$ cat config.mk
export PLATFORM = sky130hd
export DESIGN_NAME = alu_arbiter
export DESIGN_NICKNAME = d
export VERILOG_FILES = /design/src/rtl/alu_arbiter.sv
export SDC_FILE = /design/constraint.sdc
export NUM_CORES = 1
export LEC_CHECK = 0
export ABC_AREA = 0
export BUFFER_PORTS_ARGS = -buffer_cell sky130_fd_sc_hd__buf_2
export CELL_PAD_IN_SITES_DETAIL_PLACEMENT = 2
export CELL_PAD_IN_SITES_GLOBAL_PLACEMENT = 2
export CORE_MARGIN = 4
export CORE_UTILIZATION = 18
export DETAILED_ROUTE_END_ITERATION = 16
export HOLD_SLACK_MARGIN = 0.1
export PLACE_DENSITY = 0.74
export REMOVE_ABC_BUFFERS = 1
export SLEW_MARGIN = 10
export SYNTH_ARGS = -nofsm -noshare
export SYNTH_HDL_FRONTEND = slang
export SYNTH_SLANG_ARGS = --single-unit
$ cat constraint.sdc
create_clock -name clk -period 1.3 [get_ports clk]
set_input_delay 0 -clock clk [delete_from_list [all_inputs] [get_ports clk]]
set_output_delay 0 -clock clk [all_outputs]
set_load 0.01 [all_outputs]
$ cat src/rtl/alu_arbiter.sv
// Round-robin arbiter sharing one combinational ALU between two requesters.
// Port 0 is the execute stage and port 1 is the address/auxiliary unit.
// Each port has a one-entry response buffer that captures the ALU result and
// Z/N/V flags on the edge that ends its grant cycle.
module alu_arbiter #(
   parameter int               WIDTH    = 32,
   parameter int               FOP_W    = 4,
   parameter logic [FOP_W-1:0] IDLE_FOP = FOP_W'(15)
) (
   input  logic             clk,
   input  logic             rst,

   input  logic             req0_valid,
   output logic             req0_ready,
   input  logic [WIDTH-1:0] req0_rda,
   input  logic [WIDTH-1:0] req0_rdb,
   input  logic [FOP_W-1:0] req0_fop,
   output logic             rsp0_valid,
   input  logic             rsp0_ready,
   output logic [WIDTH-1:0] rsp0_result,
   output logic             rsp0_z,
   output logic             rsp0_n,
   output logic             rsp0_v,

   input  logic             req1_valid,
   output logic             req1_ready,
   input  logic [WIDTH-1:0] req1_rda,
   input  logic [WIDTH-1:0] req1_rdb,
   input  logic [FOP_W-1:0] req1_fop,
   output logic             rsp1_valid,
   input  logic             rsp1_ready,
   output logic [WIDTH-1:0] rsp1_result,
   output logic             rsp1_z,
   output logic             rsp1_n,
   output logic             rsp1_v,

   output logic [WIDTH-1:0] alu_rda,
   output logic [WIDTH-1:0] alu_rdb,
   output logic [FOP_W-1:0] alu_fop,
   input  logic [WIDTH-1:0] alu_result,
   input  logic             alu_z,
   input  logic             alu_n,
   input  logic             alu_v
);

   // last_grant_q = 1 means port 1 was granted most recently, so port 0 wins a tie.
   logic             last_grant_q, last_grant_d;

   logic             rsp0_valid_q, rsp0_valid_d;
   logic [WIDTH-1:0] rsp0_result_q, rsp0_result_d;
   logic             rsp0_z_q, rsp0_z_d;
   logic             rsp0_n_q, rsp0_n_d;
   logic             rsp0_v_q, rsp0_v_d;

   logic             rsp1_valid_q, rsp1_valid_d;
   logic [WIDTH-1:0] rsp1_result_q, rsp1_result_d;
   logic             rsp1_z_q, rsp1_z_d;
   logic             rsp1_n_q, rsp1_n_d;
   logic             rsp1_v_q, rsp1_v_d;

   logic             elig0, elig1;
   logic             grant0, grant1;

   // A port may be granted only if its buffer is empty or drains on this edge,
   // so a stalled response never blocks the other port.
   assign elig0 = req0_valid & (~rsp0_valid_q | rsp0_ready);
   assign elig1 = req1_valid & (~rsp1_valid_q | rsp1_ready);

   // Grants are suppressed during reset so readies read 0 while rst is high.
   assign grant0 = ~rst & elig0 & (~elig1 | last_grant_q);
   assign grant1 = ~rst & elig1 & (~elig0 | ~last_grant_q);

   assign req0_ready = grant0;
   assign req1_ready = grant1;

   assign rsp0_valid  = rsp0_valid_q;
   assign rsp0_result = rsp0_result_q;
   assign rsp0_z      = rsp0_z_q;
   assign rsp0_n      = rsp0_n_q;
   assign rsp0_v      = rsp0_v_q;

   assign rsp1_valid  = rsp1_valid_q;
   assign rsp1_result = rsp1_result_q;
   assign rsp1_z      = rsp1_z_q;
   assign rsp1_n      = rsp1_n_q;
   assign rsp1_v      = rsp1_v_q;

   // Drive the shared ALU from the granted port; park it on zeros and the idle opcode otherwise.
   always_comb begin
      alu_rda = '0;
      alu_rdb = '0;
      alu_fop = IDLE_FOP;
      if (grant0) begin
         alu_rda = req0_rda;
         alu_rdb = req0_rdb;
         alu_fop = req0_fop;
      end else if (grant1) begin
         alu_rda = req1_rda;
         alu_rdb = req1_rdb;
         alu_fop = req1_fop;
      end
   end

   // Next state: capture on grant takes priority over draining the buffer.
   always_comb begin
      last_grant_d  = last_grant_q;
      rsp0_valid_d  = rsp0_valid_q;
      rsp0_result_d = rsp0_result_q;
      rsp0_z_d      = rsp0_z_q;
      rsp0_n_d      = rsp0_n_q;
      rsp0_v_d      = rsp0_v_q;
      rsp1_valid_d  = rsp1_valid_q;
      rsp1_result_d = rsp1_result_q;
      rsp1_z_d      = rsp1_z_q;
      rsp1_n_d      = rsp1_n_q;
      rsp1_v_d      = rsp1_v_q;

      if (grant0) begin
         last_grant_d = 1'b0;
      end else if (grant1) begin
         last_grant_d = 1'b1;
      end

      if (grant0) begin
         rsp0_valid_d  = 1'b1;
         rsp0_result_d = alu_result;
         rsp0_z_d      = alu_z;
         rsp0_n_d      = alu_n;
         rsp0_v_d      = alu_v;
      end else if (rsp0_valid_q && rsp0_ready) begin
         rsp0_valid_d = 1'b0;
      end

      if (grant1) begin
         rsp1_valid_d  = 1'b1;
         rsp1_result_d = alu_result;
         rsp1_z_d      = alu_z;
         rsp1_n_d      = alu_n;
         rsp1_v_d      = alu_v;
      end else if (rsp1_valid_q && rsp1_ready) begin
         rsp1_valid_d = 1'b0;
      end
   end

   // State registers; reset empties both buffers and lets port 0 win the first tie.
   always_ff @(posedge clk) begin
      if (rst) begin
         last_grant_q  <= 1'b1;
         rsp0_valid_q  <= 1'b0;
         rsp0_result_q <= '0;
         rsp0_z_q      <= 1'b0;
         rsp0_n_q      <= 1'b0;
         rsp0_v_q      <= 1'b0;
         rsp1_valid_q  <= 1'b0;
         rsp1_result_q <= '0;
         rsp1_z_q      <= 1'b0;
         rsp1_n_q      <= 1'b0;
         rsp1_v_q      <= 1'b0;
      end else begin
         last_grant_q  <= last_grant_d;
         rsp0_valid_q  <= rsp0_valid_d;
         rsp0_result_q <= rsp0_result_d;
         rsp0_z_q      <= rsp0_z_d;
         rsp0_n_q      <= rsp0_n_d;
         rsp0_v_q      <= rsp0_v_d;
         rsp1_valid_q  <= rsp1_valid_d;
         rsp1_result_q <= rsp1_result_d;
         rsp1_z_q      <= rsp1_z_d;
         rsp1_n_q      <= rsp1_n_d;
         rsp1_v_q      <= rsp1_v_d;
      end
   end

endmodule

==> results of run 1 <==
[cell type report]
| cell class | instances | area share, % |
|---|---|---|
| sequential | 73 | 19.8 |
| tap | 275 | 4.65 |
| timing repair buffer | 400 | 38.1 |
| multi-input combinational | 262 | 32.7 |
| clock buffer | 12 | 3.33 |
| antenna | 11 | 0.372 |
| inverter | 1 | 0.0846 |
| clock inverter | 3 | 0.880 |
[power by group through the flow]
stage                     clock (W)  combinational [W]  sequential, W
after global routing        0.00286            0.00242        0.00252
after detailed placement          0            0.00169        0.00254
final                       0.00269            0.00225        0.00250
after floorplan                   0           0.000681        0.00261
after CTS                   0.00276            0.00217        0.00249
after global placement            0            0.00167        0.00253
[metrics by stage]
step | std cells | hold slack, ns | setup WS [ns]
5_1_grt | 1033 | 0.127 | -0.518
2_1_floorplan | 336 | 0.0691 | -1.44
6_report | 1037 | 0.101 | -0.433
3_5_place_dp | 950 | 0.250 | -0.207
3_3_place_gp | 950 | 0.239 | -0.135
4_1_cts | 1024 | 0.0784 | -0.433
[per-layer routing]
metal	part of all wire, %	up-vias	GRT usage (%)	routed length (microns)
li1	-	2147	-	-
met1	37	2298	19.4	8780
met2	54	211	35.4	13000
met3	7.5	30	5.76	1800
met4	1.8	2	5.38	437
met5	0.046	-	0	11
[timing repair]
action	CTS	global route
endpoints found under the hold margin	71	0
setup endpoints to repair	137	140
resized for setup	63	42
cloned	13	2
pin swaps	69	4
hold buffers	36	0
setup buffers	12	3
[synth_stat cells]
library cell,number,area (sq um)
o211ai_2,1,12.5
clkbuf_1,11,41.3
a21oi_1,2,10.0
mux2_2,33,372
o32a_1,4,40.0
nor2_2,1,6.26
a32o_1,64,641
buf_2,25,125
nor2b_4,1,13.8
mux2i_1,35,350
dfxtp_1,73,1460
o21bai_1,1,7.51
inv_2,1,3.75
o21a_1,1,7.51
buf_4,4,30.0
o21ai_0,2,10.0
nor2_1,2,7.51
nand2_1,1,3.75
mux2_1,2,22.5
nor2b_1,37,231
o211a_1,1,10.0
nand2b_1,74,463
[worst max-delay path by stage]
stage | cells past startpoint | endpoint | from
detailed placement | 4 | rsp1_result[23] | last_grant_q
global route | 8 | alu_fop[3] | last_grant_q
global placement | 4 | rsp1_result[27] | rsp0_valid
CTS | 7 | alu_rdb[9] | last_grant_q
finish | 6 | alu_rda[11] | last_grant_q
floorplan | 4 | alu_rda[0] | rsp0_valid
[cell families (layout without fill, tap and decap cells)]
logic type	Yosys count	in the layout	synth area share (%)
AO/OA/AOI/OAI	76	76	19.1
multiplexers	70	70	19.2
AND/OR/NAND/NOR	116	116	18.8
flip-flops	73	73	37.8
buffers and inverters	41	416	5.17
other	0	11	0
[critical path: stages (launching register included)]
cell	delay [ns]
dfxtp_2	0.33
nand2b_4	0.14
o21a_4	0.24
buf_12	0.15
buf_16	0.15
a32o_1	0.23
buf_2	0.15
==> metrics.md, run 1 <==
| Metric | Value |
|---|---|
| Mapped Area | between 0.003 and 0.004 sq mm |
| FILL cells | around 2300 |
| Rel. slew slack | about four fifths |
| Logic pwr share | a little under a third |
| Reg2reg end | rsp1_result[30] |
| Total Nets Final | 924 |
| Most common cell after layout, fill and taps aside | buf_2 |
| DRC viols | 0 |
| Area of the multi-input gates | about 0.0024 sq mm |
| Synth warn | 0 |
| Core area | approximately 0.021 sq mm |
| Routed wire length | about 24 mm |
| Initial antenna violation count | 13 |
| Routed vias | 4688 |
| Number of global-route vias before repair | ~5200 |
| Synth cell types | 22 |
| Worst hold path type | primary input to flop |
| Die X | ~150 microns |
| Total power draw | between 0.007 and 0.008 W |
| Critical path fanouts, max | 8 |
| Routability Congestion | between 0.7 and 0.8 |
| Fin crit period | ~1.7 ns |
| Share of layout cells above drive strength 1 | between 50% and 60% |
| Syn Area/Cell | around 10 sq um |
| Seq cells post-synth | 73 |
| CTS tree | built |
| Initial DRC count | 240 |
| Failing checks | setup timing |
| Clk sink count | 73 |
| Tot GR Track Use | between 10% and 20% |
| Bufs on Longest Clock Path | 2 |
| Critical path data required time | 1.30 ns |
| Worst EP arrival | 1.73 ns |
| Port bufs | 318 |
| Commonest cells after routing, fill and taps aside | buf_2 (308), nand2b_1 (70), dfxtp_1 (70), a32o_1 (63) |
| RSZ-0062 raised after global routing | true |
| Router iterations before antenna repair | 6 |
| Total Neg Setup Slack | -41.76 ns |
| FF-to-FF Start | last_grant_q |
| DP Area | about 0.006 sq mm |
| Fin. Hold Viols | 0 |
| Detailed Place HPWL | between 15 and 20 mm |
| Seq pwr share | roughly 34% |
| Htree depth | 3 |
| Crit Path Class | flop to output pin |
| Syn Inst Count | 376 |
| Worst clock skew | ~0.0071 ns |
| Psw | between 0.002 and 0.0025 W |
| Final Setup Violations | 130 |
| Int Pwr | about 0.0054 W |
| CP endpoint kind | output pin |
| Largest net degree at the start of global routing | 72 |
| Area occupied by registers | approximately 0.0015 sq mm |
| DRT antenna net count | 0 |
| Vias per cell | 4.52 |
| Switching portion of total power | between 20% and 30% |
| Cts bufs inserted | 9 |
| Starting density of the core | ~18% |
| Worst hold start | rst |
| Worst setup margin | -0.433 ns |
| Max Freq | between 500 and 600 MHz |
| Reg2Reg Depth | 8 |
| CTS Root Cell | clkbuf_16 |
| Critical path startpoint category | flop |
| Hold Path Sink | rsp1_valid |
| GRT Residual Overflow | 0 |
| Avg WL per Cell | 23.2 microns |
| Clk slew on worst S/H paths | approximately 0.06 ns |
| First-pass GRT wire length | around 34 mm |
| Die area | 0.0239 sq mm |
| Max-slew violations | 0 |
| Row count | 53 |
| Status | complete, but fails checks |
| Die Ht | 155 microns |
| WHS Path Cells | 3 |
| Setup slack, reg-to-reg | -0.38 ns |
| Power share of the clock group | between 30% and 40% |
| Insertion delay to the later sink of the worst-skew pair | around 0.33 ns |
| Max-Cap Viols | 0 |
| Tcrit/Tclk final | 133% |
| Pwr/cell area | just over 1000 mW/mm^2 |
| Fin area | 0.00739 sq mm |
| Fin util | a little over a third |
| Post-synthesis sequential area ratio | 37.8% |
| Worst-Margin Slew | 0.282 ns |
| Max VDD drop | about 0.54 mV |
| P&R area growth vs syn | 91.0% |
| IO Pins | 319 |
| P_leak | 3.68 nW |
No activity file was read; power rests on OpenSTA's default activity.
==> run 2: changes to the inputs <==
- CAP_MARGIN: default -> 20
- GPL_TIMING_DRIVEN: default -> 0
==> run 2 against run 1 <==
Compared with the run above: the flow still finishes with violations (setup timing); die area is the same; sequential power hardly changed; combinational power shrank 9.3%; clock-buffer cell count rose by 2; via count is 2.4% lower; non-clock buffer count shrank 20; first-iteration DRC count decreased by 16%; clock skew shrank 0.0036 ns; highest routed layer unchanged.
==> metrics.md, run 2 (synthesized netlist as in run 1, its figures left out) <==
| Metric | Value |
|---|---|
| Core area | 0.0211 sq mm (unchanged) |
| Worst-Margin Slew | 0.740 ns (+0.458 ns) |
| Worst setup margin | -0.455 ns (-0.0221 ns) |
| Detailed Place HPWL | 15.1 mm (-4.2%) |
| Critical path data required time | 1.51 ns (+0.21 ns) |
| DRT antenna net count | 0 (unchanged) |
| Max VDD drop | 0.476 mV (-12%) |
| Critical path fanouts, max | 8 (unchanged) |
| CP endpoint kind | flop |
| Share of layout cells above drive strength 1 | 56.5% (-0.72 points) |
| Final Setup Violations | 141 (+8.5%) |
| Avg WL per Cell | 21.5 microns (-7.3%) |
| Most common cell after layout, fill and taps aside | buf_2 |
| Max Freq | 570 MHz (-1.3%) |
| Routability Congestion | 0.813 (+4.5%) |
| Critical path startpoint category | flop |
| IO Pins | 319 (unchanged) |
| Routed vias | 4575 (-2.4%) |
| Crit Path Class | flop to flop |
| CP peak stage delay | 0.32 ns (about the same) |
| Cts bufs inserted | 9 (unchanged) |
| CTS tree | built |
| Clk sink count | 73 (unchanged) |
| Reg2reg end | rsp1_result[1] |
| Pwr/cell area | 970 mW/mm^2 (-3.6%) |
| Total power draw | 0.00683 W (-8.3%) |
| Die X | 155 microns (unchanged) |
| Die area | 0.0239 sq mm (unchanged) |
| P_leak | 3.54 nW (-4.1%) |
| Tot GR Track Use | 17.1% (-1.5 points) |
| First-pass GRT wire length | 31.6 mm (-6.5%) |
| Number of global-route vias before repair | 5080 (-2.6%) |
| Commonest cells after routing, fill and taps aside | buf_2 (308), nand2b_1 (72), dfxtp_1 (71), a32o_1 (56) |
| GRT Residual Overflow | 0 (unchanged) |
| Worst EP arrival | 1.96 ns (+0.23 ns) |
| RSZ-0062 raised after global routing | true |
| Status | complete, but fails checks |
| Row count | 53 (unchanged) |
| Critical Path, Cell by Cell | nor2b_4, buf_4, o211ai_4, buf_12, buf_16, clkbuf_16, mux2_4 |
| P&R area growth vs syn | 81.8% |
| CP startpoint | rsp0_valid |
| Total Neg Setup Slack | -55.20 ns (-13.44 ns) |
| Insertion delay to the later sink of the worst-skew pair | 0.32 ns (about the same) |
| Largest net degree at the start of global routing | 70 (-2.8%) |
| DP Area | 0.00575 sq mm (-1.8%) |
| Dpl cells | 934 (-1.7%) |
| Tcrit/Tclk final | 135% (+1.7 points) |
| Bufs on Longest Clock Path | 2 (unchanged) |
| Worst setup path end | rsp1_result[1] |
| Cell count along the critical path | 7 (+1) |
| Total Nets Final | 908 (-1.7%) |
| Top Family by Delay on Critical Path | buffers and inverters |
| Initial DRC count | 202 (-16%) |
| Max-slew violations | 0 (unchanged) |
| Worst hold path type | primary input to flop |
| CTS Root Cell | clkbuf_16 |
| Fin area | 0.00703 sq mm (-4.9%) |
| Setup slack, reg-to-reg | -0.46 ns (-0.08 ns) |
| Htree depth | 3 (unchanged) |
| DRC viols | 0 (unchanged) |
| Fin crit period | 1.76 ns (+0.0221 ns) |
| Router iterations before antenna repair | 4 (-2) |
| Max-Cap Viols | 0 (unchanged) |
| CP bufs+invs | 4 (+1) |
| Fin. Hold Viols | 0 (unchanged) |
| FF-to-FF Start | rsp0_valid |
| Die Ht | 155 microns (unchanged) |
| Worst clock skew | 0.00345 ns (-0.00363 ns) |
| Clk slew on worst S/H paths | 0.06 ns (about the same) |
| Starting density of the core | 18.4% (unchanged) |
| Initial antenna violation count | 8 (-5) |
| Non-filler cells in the finished layout | 1014 (-2.2%) |
| Reg2Reg Depth | 7 (-1) |
| Rel. slew slack | 50.7% (-31 points) |
| Port bufs | 318 (unchanged) |
| Crit-path slowest cell | dfxtp_2 |
| Vias per cell | 4.51 (-0.20%) |
| Final hold slack | 0.123 ns (+0.0219 ns) |
| Routed wire length | 21.8 mm (-9.4%) |
| Failing checks | setup timing |
[run 2: cell count changes in the layout (fill, tap and decap cells not counted), sizes merged]
| cell | before | now |
|---|---|---|
| buf | 360 | 338 |
| diode | 11 | 5 |
| clkbuf | 14 | 19 |
| bufbuf | 2 | 0 |
| bufinv | 2 | 0 |
| inv | 1 | 3 |
| clkinv | 1 | 0 |
| dlymetal6s4s | 0 | 1 |
| nor2 | 3 | 4 |
| o21a | 1 | 2 |
[run 2: timing repair]
item                                    CTS  global route
endpoints found under the hold margin    72             0
endpoints found under the setup margin  142           142
setup buffers                            12             1
cloned                                    6             5
hold buffers                             37             0
gates resized for setup                  66            16
pin swaps                                 7             7
[run 2: report_power, final]
group          total (W)  internal (W)  switching, W  leakage [nW]
registers        0.00249       0.00241     0.0000819         0.601
logic            0.00204       0.00108      0.000961          2.81
clock network    0.00230       0.00138      0.000915         0.129
[run 2: worst reg2reg max path, delay by kind of cell, from the launching register on]
| family | cells | cell delay [ns] |
|---|---|---|
| AND/OR/NAND/NOR | 1 | 0.14 |
| buffers and inverters | 4 | 0.71 |
| flip-flops | 1 | 0.32 |
| multiplexers | 1 | 0.31 |
| AO/OA/AOI/OAI | 1 | 0.17 |
[run 2: how the worst min path moves through the flow]
stage	startpoint	end	depth (start not counted)
2_1_floorplan	rst	rsp0_valid	1
3_3_place_gp	alu_n	rsp1_n	2
3_5_place_dp	alu_n	rsp1_n	2
4_1_cts	req0_valid	rsp0_valid	3
5_1_grt	req0_valid	rsp0_valid	3
6_report	req0_valid	rsp0_valid	3
[run 2: metal layers]
metal  wire [microns]  vias to the layer above  track usage (%)  share of wire [%]
met5               23                        -                0               0.11
met4              433                        4             4.50                2.0
met3             1660                       22             4.78                7.6
met2            11500                      197             31.7                 53
met1             8130                     2244             19.0                 37
li1                 -                     2108                -                  -
[run 2: area by class of cell]
| cell class | instances | area [sq um] |
|---|---|---|
| repair buffers | 380 | 2470 |
| multi-input cells | 264 | 2430 |
| flip-flops and latches | 73 | 1460 |
| inverters | 1 | 20.0 |
| clock buffers | 14 | 264 |
| fillers | 2370 | 14100 |
| repair inverters | 2 | 25.0 |
| well taps | 275 | 344 |
| diodes | 5 | 12.5 |
[run 2: stage by stage]
step	util [%]	setup slack [ns]
2_1_floorplan	-	-1.44
3_3_place_gp	26.6	-3.11
3_5_place_dp	27.3	-0.829
4_1_cts	32.4	-0.456
5_1_grt	33.3	-0.522
6_report	33.4	-0.455
